`config.mk`:
```
export PLATFORM = sky130hd
export DESIGN_NAME = mem_access_unit
export DESIGN_NICKNAME = d
export VERILOG_FILES = /design/src/rtl/mem_access_unit.sv
export SDC_FILE = /design/constraint.sdc
export NUM_CORES = 1
export LEC_CHECK = 0
export BUFFER_PORTS_ARGS = -buffer_cell sky130_fd_sc_hd__buf_2
export CAP_MARGIN = 5
export CORE_ASPECT_RATIO = 0.5
export CORE_UTILIZATION = 44
export DETAILED_ROUTE_END_ITERATION = 8
export HOLD_SLACK_MARGIN = 0.15
export PLACE_DENSITY_LB_ADDON = 0.08
export SLEW_MARGIN = 20
export SYNTH_ARGS = -nofsm -noshare
export SYNTH_HDL_FRONTEND = slang
export SYNTH_SLANG_ARGS = --single-unit
```
`constraint.sdc`:
```
create_clock -name clk -period 2.1 [get_ports clk]
set_input_delay 0.42 -clock clk [delete_from_list [all_inputs] [get_ports clk]]
set_output_delay 0.42 -clock clk [all_outputs]
set_load 0.05 [all_outputs]
```
`src/rtl/mem_access_unit.sv`:
```
// Memory-access stage: turns EX load/store requests into a single-outstanding req/ready + response bus access.
// Optional feature macro: MEM_MISALIGN_TRAP_EN (misaligned accesses complete with an error and never reach the bus).
module mem_access_unit #(
  parameter int unsigned XLEN           = 32,
  parameter int unsigned AXI_DATA_BITS  = 32,
  parameter int unsigned TIMEOUT_CYCLES = 256
) (
  input  logic                       clk,
  input  logic                       rst_n,
  input  logic                       ex_valid_i,
  input  logic                       ex_ren_i,
  input  logic                       ex_wen_i,
  input  logic [2:0]                 ex_funct3_i,
  input  logic [XLEN-1:0]            ex_addr_i,
  input  logic [XLEN-1:0]            ex_wdata_i,
  output logic                       mem_stall_o,
  output logic                       wb_valid_o,
  output logic [XLEN-1:0]            wb_rdata_o,
  output logic                       err_o,
  output logic                       bus_req_o,
  output logic                       bus_we_o,
  output logic [XLEN-1:0]            bus_addr_o,
  output logic [AXI_DATA_BITS/8-1:0] bus_wstrb_o,
  output logic [AXI_DATA_BITS-1:0]   bus_wdata_o,
  input  logic                       bus_ready_i,
  input  logic                       bus_rvalid_i,
  input  logic [AXI_DATA_BITS-1:0]   bus_rdata_i,
  input  logic                       bus_err_i
);

  localparam int unsigned STRB_W = AXI_DATA_BITS / 8;
  localparam int unsigned CNT_W  = $clog2(TIMEOUT_CYCLES);
  localparam logic [CNT_W-1:0] CNT_LAST = CNT_W'(TIMEOUT_CYCLES - 1);

  typedef enum logic [1:0] {IDLE, REQ, RESP, DONE} state_t;

  state_t              state_q, state_d;
  logic [CNT_W-1:0]    cnt_q, cnt_d;
  logic [2:0]          funct3_q;
  logic [1:0]          off_q;
  logic                accept_c;
  logic                timeout_c;
  logic                err_d;
  logic [XLEN-1:0]     rdata_d;
  logic [STRB_W-1:0]   strb_c;
  logic [AXI_DATA_BITS-1:0] wdata_c;

  // Lane select plus sign/zero extension of returned load data.
  function automatic logic [XLEN-1:0] load_ext(input logic [2:0] f3, input logic [1:0] off,
                                               input logic [XLEN-1:0] data);
    logic [7:0]  b;
    logic [15:0] h;
    b = data[{off, 3'b000} +: 8];
    h = data[{off[1], 4'b0000} +: 16];
    case (f3)
      3'b000:  load_ext = {{(XLEN-8){b[7]}}, b};
      3'b100:  load_ext = {{(XLEN-8){1'b0}}, b};
      3'b001:  load_ext = {{(XLEN-16){h[15]}}, h};
      3'b101:  load_ext = {{(XLEN-16){1'b0}}, h};
      default: load_ext = data;
    endcase
  endfunction

  assign accept_c  = ex_valid_i && (ex_ren_i || ex_wen_i);
  assign timeout_c = (cnt_q == CNT_LAST);

`ifdef MEM_MISALIGN_TRAP_EN
  logic misalign_c;
  assign misalign_c = ((ex_funct3_i[1:0] == 2'b01) && ex_addr_i[0]) ||
                      ((ex_funct3_i[1:0] == 2'b10) && (ex_addr_i[1:0] != 2'b00));
`endif

  // Store strobe generation and lane replication of store data.
  always_comb begin
    strb_c  = '0;
    wdata_c = AXI_DATA_BITS'(ex_wdata_i);
    if (ex_wen_i) begin
      case (ex_funct3_i)
        3'b000: begin
          strb_c  = STRB_W'(1) << ex_addr_i[1:0];
          wdata_c = {STRB_W{ex_wdata_i[7:0]}};
        end
        3'b001: begin
          strb_c  = STRB_W'(3) << {ex_addr_i[1], 1'b0};
          wdata_c = {(STRB_W/2){ex_wdata_i[15:0]}};
        end
        3'b010:  strb_c = '1;
        default: strb_c = '0;
      endcase
    end
  end

  // Next-state, timeout counter and completion values.
  always_comb begin
    state_d     = state_q;
    cnt_d       = cnt_q;
    err_d       = 1'b0;
    rdata_d     = '0;
    mem_stall_o = 1'b0;
    case (state_q)
      IDLE: begin
        if (accept_c) begin
          mem_stall_o = 1'b1;
`ifdef MEM_MISALIGN_TRAP_EN
          if (misalign_c) begin
            state_d = DONE;
            err_d   = 1'b1;
          end else begin
            state_d = REQ;
            cnt_d   = '0;
          end
`else
          state_d = REQ;
          cnt_d   = '0;
`endif
        end
      end
      REQ: begin
        mem_stall_o = 1'b1;
        cnt_d       = timeout_c ? cnt_q : cnt_q + CNT_W'(1);
        if (bus_ready_i) begin
          state_d = RESP;
        end else if (timeout_c) begin
          state_d = DONE;
          err_d   = 1'b1;
        end
      end
      RESP: begin
        mem_stall_o = 1'b1;
        cnt_d       = timeout_c ? cnt_q : cnt_q + CNT_W'(1);
        if (bus_rvalid_i) begin
          state_d = DONE;
          err_d   = bus_err_i;
          if (!bus_we_o && !bus_err_i) begin
            rdata_d = load_ext(funct3_q, off_q, XLEN'(bus_rdata_i));
          end
        end else if (timeout_c) begin
          state_d = DONE;
          err_d   = 1'b1;
        end
      end
      DONE:    state_d = IDLE;
      default: state_d = IDLE;
    endcase
  end

  always_ff @(posedge clk or negedge rst_n) begin
    if (!rst_n) begin
      state_q     <= IDLE;
      cnt_q       <= '0;
      funct3_q    <= '0;
      off_q       <= '0;
      bus_req_o   <= 1'b0;
      bus_we_o    <= 1'b0;
      bus_addr_o  <= '0;
      bus_wstrb_o <= '0;
      bus_wdata_o <= '0;
      wb_valid_o  <= 1'b0;
      err_o       <= 1'b0;
      wb_rdata_o  <= '0;
    end else begin
      state_q    <= state_d;
      cnt_q      <= cnt_d;
      bus_req_o  <= (state_d == REQ);
      wb_valid_o <= (state_d == DONE);
      err_o      <= err_d;
      wb_rdata_o <= rdata_d;
      if (state_q == IDLE && accept_c) begin
        funct3_q    <= ex_funct3_i;
        off_q       <= ex_addr_i[1:0];
        bus_we_o    <= ex_wen_i;
        bus_addr_o  <= {ex_addr_i[XLEN-1:2], 2'b00};
        bus_wstrb_o <= strb_c;
        bus_wdata_o <= wdata_c;
      end
    end
  end

endmodule

```
==> results of run 1 <==
-- final timing paths --
| kind | from | endpoint |
|---|---|---|
| worst min-delay path | ex_addr_i[17] | bus_addr_o[17] |
| max in group asynchronous | rst_n | bus_wdata_o[29] |
| worst min register to register | bus_wdata_o[10] | bus_wdata_o[10] |
| worst max register to register | state_q[0] | cnt_q[7] |
| worst max-delay path | state_q[0] | cnt_q[7] |
| min in group asynchronous | rst_n | wb_rdata_o[30] |
-- cell usage in the layout, fill, tap and decap left out, drive strengths merged, types with 2 or more instances in the layout --
cell type  instances
a211o              3
a211oi             7
a21oi             16
a221o              3
a221oi             7
a31oi              6
and4               2
buf              229
bufinv             2
clkbuf            18
clkinv             6
clkinvlp           4
conb               2
dfrtp            117
ha                 6
inv               23
mux2              50
mux2i             25
mux4               3
nand2             53
nand2b             6
nand3              4
nor2              14
nor2b             14
nor3              18
o211a              2
o21ai             47
o221a              5
o22ai              2
or2                3
or3                6
-- flip-flops by register name, indices dropped and copies added (netlist names), 2 cells and up --
name	count
funct3_q	3
off_q	2
cnt_q	8
bus_wdata_o	32
bus_wstrb_o	4
wb_rdata_o	32
state_q	2
bus_addr_o	30
-- through the flow --
stage | setup WS (ps) | TNS (ps) | power, mW | std cells
floorplan | 36.3 | 0 | 7.85 | 479
global placement | 61.6 | 0 | 9.31 | 842
detailed placement | -13.4 | -31.9 | 9.41 | 842
CTS | 1.35 | 0 | 12.4 | 876
global route | 10.1 | 0 | 12.9 | 876
finish | 86.0 | 0 | 12.3 | 876
-- area by class of cell --
class | instances | share of cell area
timing repair buffer | 230 | 0.171
clock buffer | 18 | 0.0599
clock inverter | 14 | 0.0208
tap | 165 | 0.0282
sequential | 117 | 0.400
inverter | 21 | 0.0108
multi-input combinational | 311 | 0.309
-- metal layers --
layer,vias to the layer above,track usage,part of all wire
met5,-,0,0
met4,0,0.0718,0.0052
li1,2129,-,-
met2,144,0.340,0.46
met3,8,0.0689,0.073
met1,2091,0.267,0.46
-- worst max-delay path: stages (launching register included) --
cell and delay (ps):
sky130_fd_sc_hd__dfrtp_1 400, sky130_fd_sc_hd__inv_2 110, sky130_fd_sc_hd__ha_4 210, sky130_fd_sc_hd__and4_1 190, sky130_fd_sc_hd__a221o_1 350, sky130_fd_sc_hd__or4_4 540, sky130_fd_sc_hd__a21oi_2 150
-- kinds of logic (layout without fill, tap and decap cells) --
| logic type | count (synthesis) | count (layout) | share of synthesized area |
|---|---|---|---|
| muxes | 78 | 78 | 0.165 |
| buffers and inverters | 51 | 283 | 0.0381 |
| DFF | 117 | 117 | 0.547 |
| and+or+nand+nor | 124 | 124 | 0.112 |
| AOI/OAI and AO/OA | 101 | 101 | 0.123 |
| other | 1 | 2 | 0.000701 |
| adders and majority gates | 6 | 6 | 0.0140 |
-- what timing repair did --
item,CTS,global route
hold buffers,1,0
hold endpoints to repair,57,0
resized for setup,3,7
pin swaps,0,2
setup endpoints to repair,5,6
setup buffers,1,0
-- report_power, final --
group	switching [mW]	internal, mW	total [mW]
logic	4.18	1.80	5.97
clock network	1.07	1.79	2.86
registers	0.450	3.03	3.48
total	5.70	6.61	12.3
==> results.cfg, run 1 <==
[status]
outcome = finished clean

[grt]
grt_max_degree = 60
grt_pass1_wl_um = 20300
vias_in_the_first_global_route = 4096
grtUsageTotal = 0.211
antenna_found_initial = 0
grt_overflow = 0

[route]
viasPerCell = 4.99
post_drt_wl_per_cell_um = 15.1
routed-via-count = 4372
postRouteWirelength_um = 13300
antenna_violating_nets_post_route = 0
detailedRoute.firstPassIterationCount = 4
drc = 0
first_iter_violations = 137

[die]
coreArea_um2 = 11800
die_area_um2 = 12600
dieHeight_um = 80.0
initial_core_util = 0.452
die_width_um = 158
placement_rows = 28
io_pins = 212

[pwr]
cellLeakagePower_nw = 3.69
vdd_drop_max_mv = 1.12
power.density_cell_area_nw_per_um2 = 1680

[timing]
timing_hold_violations_final = 0
clock_skew_ps = 9.82
hold-worst-slack_ps = 248
final_max_slew_viol_count = 0
setup_repair_after_global_routing_missed_its_margin = false
tightestPinTransition_ps = 501
max_freq_mhz = 497
slew-limit-headroom = 0.666
post_layout_minimum_cycle_time_ps = 2010
setup_viol = 0
fin_crit_sh = 0.959

[synth]
synth_top_cell_area_share = 0.547
synth_edf_count = 0
post_synth_num_cell_types = 41
synth.most_common_cell = sky130_fd_sc_hd__dfrtp_1
netlist.top_cell.by_area = sky130_fd_sc_hd__dfrtp_1
synth-seq-cells = 117
netlist_top_cells_count = sky130_fd_sc_hd__dfrtp_1, sky130_fd_sc_hd__nand2_1, sky130_fd_sc_hd__mux2_2, sky130_fd_sc_hd__o21ai_0, sky130_fd_sc_hd__mux2i_1
synthesis.yosys.warnings = 0
postSynthAreaPerCell_um2 = 11.2
post_synth_inst_count = 478
synth_sequential_area_ratio = 0.547
asyncSetResetFlopFracSynth = 1.00
synthTopCellsByArea = sky130_fd_sc_hd__dfrtp_1, sky130_fd_sc_hd__mux2_2, sky130_fd_sc_hd__mux2i_1, sky130_fd_sc_hd__o21ai_0, sky130_fd_sc_hd__nand2_1
postSynth.topFlopCell = sky130_fd_sc_hd__dfrtp_1
syn_std_cell_area_um2 = 5350

[clock_tree]
htree_levels = 4
numCtsBuffers = 17
clock_tree.buffer_depth = 2
clk_pin_slew_worst_paths_ps = 60
cts_root_buffer = sky130_fd_sc_hd__clkbuf_16
cts_tree = yes
clkSinkCount = 117
clock_latency_ps = 400

[critical_path]
regToRegSetupSlack_ps = 90
worst_ep_required_time_ps = 2430
path_max_fanout = 4
worstSetupPathType = reg2reg
critical_path.startpoint_type = register
crit_path_end_kind = register
reg2reg_depth = 6
cp_data_arrival_time_ps = 2350

[finish]
diodes = 0
finish.utilization = 0.619
sequential_cell_area_um2 = 2930
drive_gt1_frac = 0.470
area_growth_syn_to_layout_pct = 37.0
finished_cell_area_um2 = 7330
fillerInstances = 1060
num-nets-final = 811
multi_input_comb_area_um2 = 2270

[placed_design]
dp.final_hpwl_um = 9480
port_buffers = 209
place_congestion = 0.807
placement.cell_area_um2 = 6690

[hold_path]
worstHoldPathType = in2reg
min_delay_path_depth = 2

[job]
maxCapViolCount = 0
Note: power is estimated with default switching activity, not from simulation.
==> run 2, diff against run 1 <==
--- a/config.mk
+++ b/config.mk
@@ -12,6 +12,7 @@
 export DETAILED_ROUTE_END_ITERATION = 8
 export HOLD_SLACK_MARGIN = 0.15
 export PLACE_DENSITY_LB_ADDON = 0.08
+export REMOVE_ABC_BUFFERS = 1
 export SLEW_MARGIN = 20
 export SYNTH_ARGS = -nofsm -noshare
 export SYNTH_HDL_FRONTEND = slang
==> run 2 against run 1 <==
Sequential share of layout area shrank 0.12 points; clock-buffer cell count grew 4; first-iteration DRC count grew 60%; critical endpoint unchanged; register-to-register slack is essentially flat; final area grew 0.29%; clock skew shrank 1.2 ps; power shrank 0.28%; utilization grew 0.18 points; sequential power is essentially flat; via count grew 0.69%; non-clock buffer count grew 7; routed wire length grew 2.9%; critical path type unchanged.
==> results.cfg, run 2 (synthesis results as in run 1) <==
[job]
maxCapViolCount = 0

[hold_path]
worstHoldPathType = in2reg

[pwr]
power_report.internal_total_mw = 6.59
fin_total_pwr_mw = 12.3
switchingPower_mw = 5.68
vdd_drop_max_mv = 0.983
switching_share = 0.463
cellLeakagePower_nw = 3.72
power_frac_comb = 0.495
power.density_cell_area_nw_per_um2 = 1670
sequentialPowerShare = 0.284
power.share.clock = 0.221

[route]
postRouteWirelength_um = 13600
detailedRoute.firstPassIterationCount = 5
first_iter_violations = 219
met3_wirelength_um = 940
viasPerCell = 4.99
post_drt_wl_per_cell_um = 15.5
routed-via-count = 4402
top_layer_used = met4
antenna_violating_nets_post_route = 0
drc = 0
routedLengthMet1_um = 6080
met2_wirelength_um = 6580

[placed_design]
pre_cts_ws_ps = 88.2
port_buffers = 209
place_congestion = 0.772
dp.final_hpwl_um = 9780
placement.cell_area_um2 = 6760
numPlacedInstances = 850

[grt]
grt_overflow = 0
grtUsageTotal = 0.231
grt_max_degree = 46
grt_pass1_wl_um = 22400
antenna_found_initial = 0
vias_in_the_first_global_route = 4501

[die]
coreArea_um2 = 11800
die_area_um2 = 12600
placement_rows = 28
dieHeight_um = 80.0
die_width_um = 158
io_pins = 212
initial_core_util = 0.452

[clock_tree]
htree_levels = 4
clock_latency_ps = 400
clk_pin_slew_worst_paths_ps = 60
numCtsBuffers = 17
cts_tree = yes
cts_root_buffer = sky130_fd_sc_hd__clkbuf_16
clock_tree.buffer_depth = 2
clkSinkCount = 117

[timing]
setup_viol = 0
worst_slack_ps = 76.5
hold-worst-slack_ps = 248
clock_skew_ps = 8.66
tightestPinTransition_ps = 505
max_freq_mhz = 494
slew-limit-headroom = 0.663
final_max_slew_viol_count = 0
post_layout_minimum_cycle_time_ps = 2020
fin_crit_sh = 0.964
timing_hold_violations_final = 0
final.setup.tns_ps = 0

[finish]
layout.cells.most_common_list = sky130_fd_sc_hd__buf_2, sky130_fd_sc_hd__dfrtp_1, sky130_fd_sc_hd__nand2_1
num-nets-final = 818
finish.utilization = 0.621
mostFrequentLayoutCell = sky130_fd_sc_hd__buf_2
final_cells = 882
reg_top3 = bus_wdata_o: 32 flops, wb_rdata_o: 32 flops, bus_addr_o: 30 flops
area_growth_syn_to_layout_pct = 37.4
drive_gt1_frac = 0.469
diodes = 0
finished_cell_area_um2 = 7350

[critical_path]
worst_ep_required_time_ps = 2430
critical_path.startpoint_type = register
cp_data_arrival_time_ps = 2350
path_max_fanout = 3
crit_path_end_kind = register
worstSetupPathType = reg2reg

[status]
outcome = finished clean
[run 2: changes by cell type in the layout (fill, tap and decap cells not counted), sizes merged]
cell      change
buf           +7
inv           -2
bufinv        -1
clkinvlp      -2
clkbuf        +4
[run 2: final cells by class]
| type | instances | area [um2] |
|---|---|---|
| fill | 1037 | 4490 |
| sequential | 117 | 2930 |
| inverter | 21 | 78.8 |
| timing repair buffer | 237 | 1340 |
| clock inverter | 9 | 78.8 |
| clock buffer | 22 | 474 |
| tap | 165 | 206 |
| multi-input combinational | 311 | 2240 |
[run 2: power by group through the flow]
stage,logic [mW],registers [mW],clock network (mW)
finish,6.07,3.49,2.72
global route,6.47,3.61,2.88
CTS,6.05,3.49,2.79
detailed placement,6.01,3.51,0
global placement,5.93,3.48,0
floorplan,1.77,5.98,0
[run 2: worst paths after layout]
kind,depth (start not counted),slack (ps),to,from
max,6,80,cnt_q[7],state_q[1]
min,2,250,bus_addr_o[31],ex_addr_i[31]
max reg2reg,6,80,cnt_q[7],state_q[1]
min reg2reg,2,470,bus_wdata_o[27],bus_wdata_o[27]
max in group asynchronous,3,900,bus_wdata_o[7],rst_n
min in group asynchronous,2,540,wb_rdata_o[18],rst_n
[run 2: worst max-delay path, cell delays in order (launching register included)]
cell                      delay (ps)
sky130_fd_sc_hd__dfrtp_1         380
sky130_fd_sc_hd__inv_2            80
sky130_fd_sc_hd__ha_2            270
sky130_fd_sc_hd__and4_1          190
sky130_fd_sc_hd__a221o_1         350
sky130_fd_sc_hd__or4_1           520
sky130_fd_sc_hd__a21oi_1         160
[run 2: layer usage]
| metal | track usage | vias up |
|---|---|---|
| met5 | 0 | - |
| met4 | 0.0505 | 0 |
| met3 | 0.0803 | 6 |
| met2 | 0.386 | 130 |
| met1 | 0.288 | 2129 |
| li1 | - | 2137 |
[run 2: what timing repair did]
item,4_1_cts,5_1_grt
pin swaps,0,1
endpoints found under the hold margin,33,0
hold buffers,1,0
gates resized for setup,2,7
gates cloned,0,0
setup buffers,0,0
endpoints found under the setup margin,1,5
==> run 3, diff against run 2 <==
--- a/config.mk
+++ b/config.mk
@@ -5,11 +5,11 @@
 export SDC_FILE = /design/constraint.sdc
 export NUM_CORES = 1
 export LEC_CHECK = 0
-export BUFFER_PORTS_ARGS = -buffer_cell sky130_fd_sc_hd__buf_2
 export CAP_MARGIN = 5
 export CORE_ASPECT_RATIO = 0.5
-export CORE_UTILIZATION = 44
+export CORE_UTILIZATION = 45
 export DETAILED_ROUTE_END_ITERATION = 8
+export DONT_BUFFER_PORTS = 1
 export HOLD_SLACK_MARGIN = 0.15
 export PLACE_DENSITY_LB_ADDON = 0.08
 export REMOVE_ABC_BUFFERS = 1
==> constraint.sdc (replaced) <==
create_clock -name clk -period 2.1 [get_ports clk]
set_input_delay 0.105 -clock clk [delete_from_list [all_inputs] [get_ports clk]]
set_output_delay 0.105 -clock clk [all_outputs]
set_load 0.05 [all_outputs]
==> run 3 against run 2 <==
The run now ends with hold timing left; routed wire length is 7.8% higher; maximum frequency is 2.2% lower; non-clock buffer count is 96 lower; hold slack worse by 850 ps; utilization is 4.0 points higher; via count is 2.9% lower; power is 2.6% lower; clock skew is 1.9 ps lower; flip-flop and latch count stayed put; critical path depth stayed put.
==> results.cfg, run 3 (synthesis results as in run 1) <==
[status]
outcome = finished with violations
violations_in_the_final_reports = hold timing

[grt]
grt_pass1_wl_um = 23200
grt_overflow = 0
grtUsageTotal = 0.248
antenna_found_initial = 0
grt_max_degree = 118
vias_in_the_first_global_route = 4508

[pwr]
power.share.clock = 0.247
fin_total_pwr_mw = 12.0
sequentialPowerShare = 0.507
vdd_drop_max_mv = 0.896
power_report.internal_total_mw = 6.32
power_frac_comb = 0.247
switchingPower_mw = 5.64
power.density_cell_area_nw_per_um2 = 1600
switching_share = 0.472
cellLeakagePower_nw = 3.30

[clock_tree]
cts_root_buffer = sky130_fd_sc_hd__clkbuf_16
clk_pin_slew_worst_paths_ps = 60
clkSinkCount = 117
cts.hold.buffers_added = 115
clock_latency_ps = 400
htree_levels = 4
cts_tree = yes
numCtsBuffers = 17
clock_tree.buffer_depth = 2

[timing]
worst_slack_ps = 30.3
post_layout_minimum_cycle_time_ps = 2070
hold-worst-slack_ps = -600
clock_skew_ps = 6.74
setup_repair_after_global_routing_missed_its_margin = true
final_max_slew_viol_count = 0
setup_viol = 0
timing_hold_violations_final = 117
slew-limit-headroom = 0.413
max_freq_mhz = 483
tightestPinTransition_ps = 875
fin_crit_sh = 0.986

[die]
coreArea_um2 = 11300
dieHeight_um = 79.1
die_width_um = 156
placement_rows = 27
die_area_um2 = 12400
initial_core_util = 0.474
io_pins = 212

[critical_path]
worst_ep_required_time_ps = 2370
critical_path.startpoint_type = register
crit_path_end_kind = register
cp_data_arrival_time_ps = 2340
path_max_fanout = 10
reg2reg_depth = 6
worstSetupPathType = reg2reg

[placed_design]
numPlacedInstances = 628
pre_cts_ws_ps = 7.71
placement.cell_area_um2 = 5620
dp.final_hpwl_um = 9150
port_buffers = 0
place_congestion = 0.870

[route]
viasPerCell = 5.48
drc = 0
postRouteWirelength_um = 14700
first_iter_violations = 272
routed-via-count = 4273
antenna_violating_nets_post_route = 0
post_drt_wl_per_cell_um = 18.8
detailedRoute.firstPassIterationCount = 5

[finish]
drive_gt1_frac = 0.214
area_growth_syn_to_layout_pct = 39.4
diodes = 0
reg_top3 = bus_wdata_o: 32 flops, wb_rdata_o: 32 flops, bus_addr_o: 30 flops
final_cells = 780
layout.cells.most_common_list = sky130_fd_sc_hd__dfrtp_1, sky130_fd_sc_hd__dlygate4sd3_1, sky130_fd_sc_hd__nand2_1
num-nets-final = 722
finished_cell_area_um2 = 7450

[hold_path]
worstHoldPathType = in2async

[job]
maxCapViolCount = 0
==> run 3: cell types whose count changed in the layout (fill, tap and decap cells not counted), moves of 3 or more <==
cell and change:
sky130_fd_sc_hd__dlygate4sd3_1 +114, sky130_fd_sc_hd__clkinv_2 -4, sky130_fd_sc_hd__buf_2 -207, sky130_fd_sc_hd__inv_6 +3, sky130_fd_sc_hd__clkinv_4 +3, sky130_fd_sc_hd__buf_12 -3
sky130_fd_sc_hd__clkbuf_8 -3
==> run 3: repair_timing <==
| action | CTS | global route |
|---|---|---|
| buffers inserted | 0 | 6 |
| pin swaps | 1 | 3 |
| endpoints found under the hold margin | 231 | 117 |
| resized for setup | 0 | 12 |
| setup endpoints to repair | 2 | 10 |
==> run 3: critical path, cell delays in order, from the launching register on <==
cell	delay [ps]
sky130_fd_sc_hd__dfrtp_1	410
sky130_fd_sc_hd__buf_4	210
sky130_fd_sc_hd__mux2_2	360
sky130_fd_sc_hd__nor2_1	100
sky130_fd_sc_hd__a31oi_1	60
sky130_fd_sc_hd__o221a_2	260
sky130_fd_sc_hd__dlygate4sd3_1	550
==> run 3: final timing paths <==
check,start,slack [ps],end
max,off_q[1],30,wb_rdata_o[4]
min reg2reg,cnt_q[5],560,cnt_q[5]
max in group asynchronous,rst_n,2430,funct3_q[0]
min,rst_n,-600,wb_rdata_o[0]
min in group clk,bus_rdata_i[26],160,wb_rdata_o[10]
max reg2reg,off_q[1],30,wb_rdata_o[4]
==> run 3: area by class of cell <==
class,count,area (um2)
repair buffers,141,1380
clock buffers,17,425
multi-input cells,311,2260
inverters,21,78.8
clock inverters,14,179
well taps,159,199
fillers,871,3830
flip-flops and latches,117,2930
==> run 3: layer usage <==
metal / global-route usage / part of all wire / vias up
li1: - / - / 1954
met1: 0.280 / 0.39 / 2077
met2: 0.436 / 0.51 / 212
met3: 0.0846 / 0.081 / 30
met4: 0.0941 / 0.019 / 0
met5: 0 / 0 / -
==> run 3: power groups by stage <==
stage	clock, mW	combinational [mW]	sequential (mW)
2_1_floorplan	0	1.77	5.98
3_3_place_gp	0	2.44	6.05
3_5_place_dp	0	2.57	6.09
4_1_cts	3.00	2.81	6.06
5_1_grt	3.13	3.23	6.17
6_report	2.95	2.95	6.06
==> run 3: through the flow <==
stage                     TNS [ps]  hold slack (ps)  utilization
after floorplan             -49700             -191            -
after detailed placement         0             -187        0.498
after global placement           0             -188        0.498
after global routing         -97.2             -624        0.661
after CTS                        0             -616        0.653
final                            0             -600        0.661
